--- src/rtl/uart_tx_engine.sv ---
// UART transmit framer: pops bytes from a TX FIFO and serialises start/data/parity/stop bits.
// Latency: FIFO pop to start bit one clk; every bit lasts OSR baud_pulse ticks.
// Backpressure: pops only when the FIFO is non-empty; frames are sent back to back with no idle gap.
module uart_tx_engine #(
  parameter int OSR = 16
) (
  input  logic       clk,
  input  logic       rst,
  input  logic       baud_pulse,
  input  logic [7:0] fifo_dout,
  input  logic       fifo_empty,
  output logic       fifo_pop,
  input  logic [1:0] wls,
  input  logic       stb,
  input  logic       pen,
  input  logic       eps,
  input  logic       sp,
  input  logic       set_break,
  output logic       tx,
  output logic       tx_busy,
  output logic       temt
);

  localparam logic [2:0] S_IDLE   = 3'd0;
  localparam logic [2:0] S_START  = 3'd1;
  localparam logic [2:0] S_DATA   = 3'd2;
  localparam logic [2:0] S_PARITY = 3'd3;
  localparam logic [2:0] S_STOP   = 3'd4;

  // Terminal counts of the 5-bit tick counter (count runs 0 .. limit-1).
  localparam logic [4:0] L_BIT    = 5'(OSR - 1);
  localparam logic [4:0] L_STOP15 = 5'((3 * OSR) / 2 - 1);
  localparam logic [4:0] L_STOP2  = 5'(2 * OSR - 1);

  logic [2:0] r_state;
  logic [4:0] r_cnt;
  logic [2:0] r_bit;
  logic [7:0] r_shift;
  logic [1:0] r_wls;
  logic       r_stb;
  logic       r_pen;
  logic       r_par;
  logic       r_tx;
  logic       r_run;

  logic [4:0] w_lim;
  logic       w_last_tick;
  logic       w_last_bit;
  logic       w_load;
  logic [7:0] w_mask;
  logic       w_xor;
  logic       w_par;

  // Length of the current bit period; only the stop period varies, using the latched format.
  always_comb begin
    w_lim = L_BIT;
    if (r_state == S_STOP && r_stb) begin
      w_lim = (r_wls == 2'b00) ? L_STOP15 : L_STOP2;
    end
  end

  // Parity of the incoming byte restricted to the bits that will actually be sent.
  always_comb begin
    w_mask = 8'hFF;
    case (wls)
      2'b00:   w_mask = 8'h1F;
      2'b01:   w_mask = 8'h3F;
      2'b10:   w_mask = 8'h7F;
      default: w_mask = 8'hFF;
    endcase
    w_xor = ^(fifo_dout & w_mask);
    w_par = sp ? ~eps : (eps ? w_xor : ~w_xor);
  end

  assign w_last_tick = baud_pulse && (r_state != S_IDLE) && (r_cnt == w_lim);
  // Last data bit index is 4 + wls, which is simply {1, wls}.
  assign w_last_bit  = (r_bit == {1'b1, r_wls});
  // r_run holds off any pop until one clk has passed after reset release.
  assign w_load      = r_run && !fifo_empty &&
                       ((r_state == S_IDLE) || ((r_state == S_STOP) && w_last_tick));

  assign fifo_pop = w_load;
  assign tx_busy  = (r_state != S_IDLE);
  assign temt     = (r_state == S_IDLE) && fifo_empty;
  assign tx       = set_break ? 1'b0 : r_tx;

  // Frame state machine; tx is registered alongside the state so it changes only on transitions.
  always_ff @(posedge clk or negedge rst) begin
    if (!rst) begin
      r_state <= S_IDLE;
      r_cnt   <= 5'd0;
      r_bit   <= 3'd0;
      r_shift <= 8'd0;
      r_wls   <= 2'd0;
      r_stb   <= 1'b0;
      r_pen   <= 1'b0;
      r_par   <= 1'b0;
      r_tx    <= 1'b1;
      r_run   <= 1'b0;
    end else begin
      r_run <= 1'b1;
      if (w_load) begin
        r_state <= S_START;
        r_cnt   <= 5'd0;
        r_bit   <= 3'd0;
        r_shift <= fifo_dout;
        r_wls   <= wls;
        r_stb   <= stb;
        r_pen   <= pen;
        r_par   <= w_par;
        r_tx    <= 1'b0;
      end else if (baud_pulse && (r_state != S_IDLE)) begin
        if (r_cnt != w_lim) begin
          r_cnt <= r_cnt + 5'd1;
        end else begin
          r_cnt <= 5'd0;
          case (r_state)
            S_START: begin
              r_state <= S_DATA;
              r_tx    <= r_shift[0];
            end
            S_DATA: begin
              if (w_last_bit) begin
                if (r_pen) begin
                  r_state <= S_PARITY;
                  r_tx    <= r_par;
                end else begin
                  r_state <= S_STOP;
                  r_tx    <= 1'b1;
                end
              end else begin
                r_bit   <= r_bit + 3'd1;
                r_shift <= r_shift >> 1;
                r_tx    <= r_shift[1];
              end
            end
            S_PARITY: begin
              r_state <= S_STOP;
              r_tx    <= 1'b1;
            end
            default: begin
              r_state <= S_IDLE;
              r_tx    <= 1'b1;
            end
          endcase
        end
      end
    end
  end

endmodule

--- config.mk ---
export PLATFORM = sky130hd
export DESIGN_NAME = uart_tx_engine
export DESIGN_NICKNAME = d
export VERILOG_FILES = /design/src/rtl/uart_tx_engine.sv
export SDC_FILE = /design/constraint.sdc
export NUM_CORES = 1
export LEC_CHECK = 0
export BUFFER_PORTS_ARGS = -buffer_cell sky130_fd_sc_hd__buf_2
export CAP_MARGIN = 20
export CORE_AREA = 3 3 55 69
export CTS_BUF_LIST = sky130_fd_sc_hd__clkbuf_4 sky130_fd_sc_hd__clkbuf_8 sky130_fd_sc_hd__clkbuf_16
export DETAILED_ROUTE_END_ITERATION = 8
export DIE_AREA = 0 0 58 72
export PLACE_DENSITY = 0.78
export SYNTH_ARGS = -nofsm -noshare
export SYNTH_HDL_FRONTEND = slang
export SYNTH_SLANG_ARGS = --single-unit
export TNS_END_PERCENT = 30
--- constraint.sdc ---
create_clock -name clk -period 2.7 [get_ports clk]
set_clock_uncertainty 0.1 [all_clocks]
set_input_delay 0.54 -clock clk [delete_from_list [all_inputs] [get_ports clk]]
set_output_delay 0.54 -clock clk [all_outputs]
set_load 0.05 [all_outputs]
==> results.txt, run 1 <==
Crit path largest cell delay: 0.62 ns
Final Hold Violating Endpoints: 0
Yosys Warn Count: 0
Skew-Pair Late Insertion Delay: 0.27 ns
Clock Tree Buf Depth: 2
Final period util: 96.7%
Syn Area/Cell: 9.98 um^2
DRC: 0
H-Tree Depth: 1
Cts bufs inserted: 3
ANT cells: 0
Worst Path Class, Setup: flop to output port
R2r setup slk: 0.51 ns
Layout Cells excl Fill: 219
Min Clock Period, post-route: 2.61 ns
WHS: 0.153 ns
Clk root buf: clkbuf_8
Routability Congestion: 0.860
Num Clock Sinks: 26
Row count: 23
CP cell instances: or4b_4 > a21oi_4 > o21ai_2 > inv_2 > buf_2
Pwr dens: 894 nW/um^2
All-Layer GR Usage: 15.8%
Slew margin rel.: 41.3%
Most common cell after layout, fill and taps aside: nand2_1
Final instance area: 1770 um^2
Hold crit path type: input port to asynchronous set/reset pin
Die H: 72 um
Data required time of the critical path: 2.06 ns
LEAKAGE: 0.825 nW
Ys flop type: dfrtp_1
Dpl cell area: 1710 um^2
Post-Route Setup TNS: 0 ns
Seq/Total Area, Yosys: 41.3%
Mapped Area: 1580 um^2
Finished Core Util: 54.9%
Register area: 652 um^2
Core area: 3220 um^2
Hold_buf cts: 0
Cts repair resizes: 0
Power Total: 1.58 mW
Worst-path clk slew: 0.09 ns
Worst Tran Pin Value: 0.875 ns
Via count: 1223
Area growth syn-to-layout: 12.1%
Multi-input logic area: 860 um^2
Outcome: completed
Critical Path Fanout Max: 10
Startpoint type of the worst setup path: flop
Starting density of the core: 48.9%
Post-synth ARST share: 100%
Flops & latches, synth: 26
Vias in the first global route: 1162
Nets: 204
Total grt overflow: 0
Worst VDD drop: 0.449 mV
Final worst setup slack: 0.0882 ns
RSZ-0062 raised after global routing: no
Final ANT Viol Nets: 0
Routed WL: 3040 um
Synth Instances: 158
Critical Path Sink Type: output port
Unique masters post-synth: 48
Post-CTS setup buffers: 0
Commonest cells after routing, fill and taps aside: 30 x nand2_1, 25 x dfrtp_1, 22 x buf_2
Mapped Nets: 179
Port bufs: 22
Initial antenna violation count: 0
Max Cap Violations: 0
Die W: 58 um
Pins over their slew limit: 0
Dpl cells: 215
Number of synthesized flops with an enable pin: 0
WP data arrival: 1.97 ns
Vias/cell: 5.58
Setup violators final: 0
Die ar.: 4180 um^2
First-pass GRT wire length: 5220 um
First-pass iteration count of the detailed router: 4
Num ports: 23
DR WL/cell: 13.9 um
Crit path max-delay cell type: or4b_4
CTS tree: done
Layout cell share with drive strength beyond 1: 23.1%
DP Wirelength: 2390 um
First-iteration detailed-routing DRC count: 39
Fillers: 304
Fmax: 383 MHz
Largest net degree at the start of global routing: 27
Setup WS pre-CTS: 0.279 ns
-- state kept, by name, summed over array words and instances (netlist names), 2 cells and up --
name,flops
r_shift,8
r_wls,2
r_state,3
r_bit,3
r_cnt,5
-- Yosys cell counts (all sizes together) (2+ instances only) --
cell type / count / area, um^2
a211o: 2 / 17.5
a21o: 2 / 15.0
a21oi: 7 / 46.3
a22o: 3 / 26.3
a22oi: 2 / 15.0
a31oi: 3 / 18.8
a32o: 2 / 20.0
and2: 2 / 12.5
buf: 4 / 35.0
dfrtp: 25 / 626
ha: 2 / 25.0
inv: 8 / 30.0
mux2i: 7 / 70.1
nand2: 30 / 113
nand3: 3 / 15.0
nor2: 4 / 15.0
nor2b: 5 / 31.3
o21ai: 17 / 96.3
o221ai: 2 / 35.0
o22ai: 2 / 26.3
or3: 2 / 12.5
xnor2: 5 / 43.8
xor2: 2 / 17.5
-- power by group --
group          internal, mW  leakage, nW  switching [mW]  total [mW]
Sequential            0.545        0.319           0.155       0.699
Clock                 0.130       0.0288           0.121       0.251
Combinational         0.300        0.477           0.330       0.631
-- logic make-up after synthesis --
family	share of synthesized area [%]
xor gates and xnor gates	5.32
other	0.238
buffers and inverters	4.13
adders and majority gates	1.59
muxes	5.16
AOI/OAI and AO/OA	24.0
and+or+nand+nor	18.3
DFF	41.3
-- worst paths after layout --
| path | cells after the start | from | endpoint |
|---|---|---|---|
| max | 5 | r_state[0] | fifo_pop |
| min | 1 | rst | r_cnt[1] |
| max reg2reg | 4 | r_state[2] | r_shift[0] |
| min reg2reg | 2 | r_shift[0] | r_shift[0] |
| max in group asynchronous | 1 | rst | r_tx |
| min in group clk | 3 | stb | r_stb |
-- worst max-delay path, delay by kind of cell, from the launching register on --
kind	cells	cell delay, ns
and+or+nand+nor	1	0.62
buffers and inverters	2	0.31
AOI/OAI and AO/OA	2	0.28
DFF	1	0.49
-- metal layers --
metal / GRT usage, % / up-vias / share of wire (%)
met4: 3.09 / 0 / 0.26
met3: 1.60 / 2 / 2.4
met2: 29.1 / 20 / 54
met1: 19.8 / 587 / 43
li1: - / 614 / -
met5: 0 / - / 0
-- final cells by class --
cell class / instances / share of cell area, %
sequential: 26 / 36.9
inverter: 8 / 1.70
timing repair buffer: 24 / 7.08
multi-input combinational: 120 / 48.6
clock buffer: 4 / 3.11
tap: 37 / 2.62
No activity file was read; power rests on OpenSTA's default activity.
==> inputs of run 2 (changes only) <==
Settings changed: CORE_AREA 3 3 55 69 to 3 3 61 78, DIE_AREA 0 0 58 72 to 0 0 64 81, PLACE_DENSITY 0.78 to 0.68.
Clock period 2.7 ns to 2.2 ns, I/O delays scaled along.
==> results.txt, run 2 (synthesized netlist as in run 1, its figures left out) <==
Outcome: finished, violations left
Failing checks: negative setup slack
ANT cells: 0
WP data arrival: 1.72 ns
WHS: 0.0559 ns
CP startpoint: r_state[0]
CTS tree: done
H-Tree Depth: 1
RSZ-0062 raised after global routing: yes
LEAKAGE: 0.948 nW
Largest net degree at the start of global routing: 27
Min Clock Period, post-route: 2.26 ns
Worst-path clk slew: 0.08 ns
Crit path largest cell delay: 0.41 ns
Vias in the first global route: 1358
Commonest cells after routing, fill and taps aside: 30 x nand2_1, 24 x dfrtp_1, 21 x buf_4
Critical Path Sink Type: output port
Total grt overflow: 0
Data required time of the critical path: 1.66 ns
Layout cell share with drive strength beyond 1: 32.8%
All-Layer GR Usage: 14.2%
Starting density of the core: 38.8%
Power Total: 2.04 mW
Setup WS pre-CTS: 0.0206 ns
Cts bufs inserted: 3
Fillers: 410
Die H: 81 um
CP cell instances: buf_6 > nand4bb_4 > buf_12 > a211oi_4 > o21ai_2 > inv_2 > buf_8
Vias/cell: 4.97
Final Hold Violating Endpoints: 0
DP Wirelength: 2530 um
Layout Cells excl Fill: 260
Final period util: 103%
Die ar.: 5180 um^2
Dpl cells: 249
Post-Route Setup TNS: -0.0637 ns
Nets: 226
Max Cap Violations: 0
Final ANT Viol Nets: 0
First-pass iteration count of the detailed router: 4
Largest Register: r_shift
Slew margin rel.: 43.6%
Crit path max-delay cell type: dfrtp_1
Die W: 64 um
Num Clock Sinks: 26
First-pass GRT wire length: 5870 um
Row count: 26
Worst Path Class, Setup: flop to output port
Setup violators final: 1
Clock Tree Buf Depth: 2
Pwr dens: 1020 nW/um^2
First-iteration detailed-routing DRC count: 42
Crit-path leading delay family: buffers and inverters
Routability Congestion: 0.807
Most common cell after layout, fill and taps aside: nand2_1
Final worst setup slack: -0.0637 ns
Worst path buffer plus inverter count: 4
Core area: 4070 um^2
Startpoint type of the worst setup path: flop
Final instance area: 2010 um^2
Pins over their slew limit: 0
Skew-Pair Late Insertion Delay: 0.26 ns
DR WL/cell: 12.4 um
Worst Tran Pin Value: 0.840 ns
Largest regs: r_shift x8, r_cnt x5
Finished Core Util: 49.4%
Port bufs: 22
Clk root buf: clkbuf_8
DRC: 0
Initial antenna violation count: 0
Area growth syn-to-layout: 27.5%
RR Startpoint: r_state[1]
Worst VDD drop: 0.356 mV
Critical Path Fanout Max: 3
Hold_buf cts: 0
Via count: 1291
Max reg flops: 8
Hold crit path type: input port to asynchronous set/reset pin
Routed WL: 3230 um
Fmax: 442 MHz
Dpl cell area: 1850 um^2
Num ports: 23
run 2: worst register-to-register path, stage by stage (launching register included):
cell and delay (ns):
dfrtp_1 0.41, buf_4 0.13, buf_4 0.11, or3b_2 0.44, a31oi_1 0.24, o221ai_4 0.15, buf_4 0.18, a22o_1 0.17
run 2: path summary, 6_finish.rpt:
check | to | slack (ns) | depth (start not counted)
max | fifo_pop | -0.06 | 7
min | r_cnt[2] | 0.06 | 1
max reg2reg | r_shift[7] | 0.18 | 7
min reg2reg | r_shift[0] | 0.39 | 2
max in group asynchronous | r_state[2] | 1.54 | 1
min in group clk | r_stb | 0.26 | 3
run 2: cell type report:
type                       instances  area (um^2)  share of cell area, %
sequential                        26          653                   32.5
inverter                           8         30.0                   1.49
clock buffer                       4         55.1                   2.74
tap                               56         70.1                   3.48
multi-input combinational        120          876                   43.6
timing repair buffer              46          327                   16.2
run 2: timing repair:
action	CTS	global route
setup endpoints to repair	1	2
gates resized for setup	6	6
cloned	0	0
pin swaps	4	1
setup buffers	7	0
run 2: routing by layer:
layer	vias to the layer above	GRT usage (%)	share of wire (%)
li1	654	-	-
met1	609	17.1	44
met2	24	25.3	51
met3	4	2.35	3.6
met4	0	5.40	1.1
met5	-	0	0
run 2: power breakdown:
part	switching (mW)	leakage [nW]	internal [mW]	total (mW)
Clock	0.141	0.0288	0.160	0.301
Combinational	0.452	0.602	0.465	0.917
Sequential	0.155	0.318	0.670	0.824
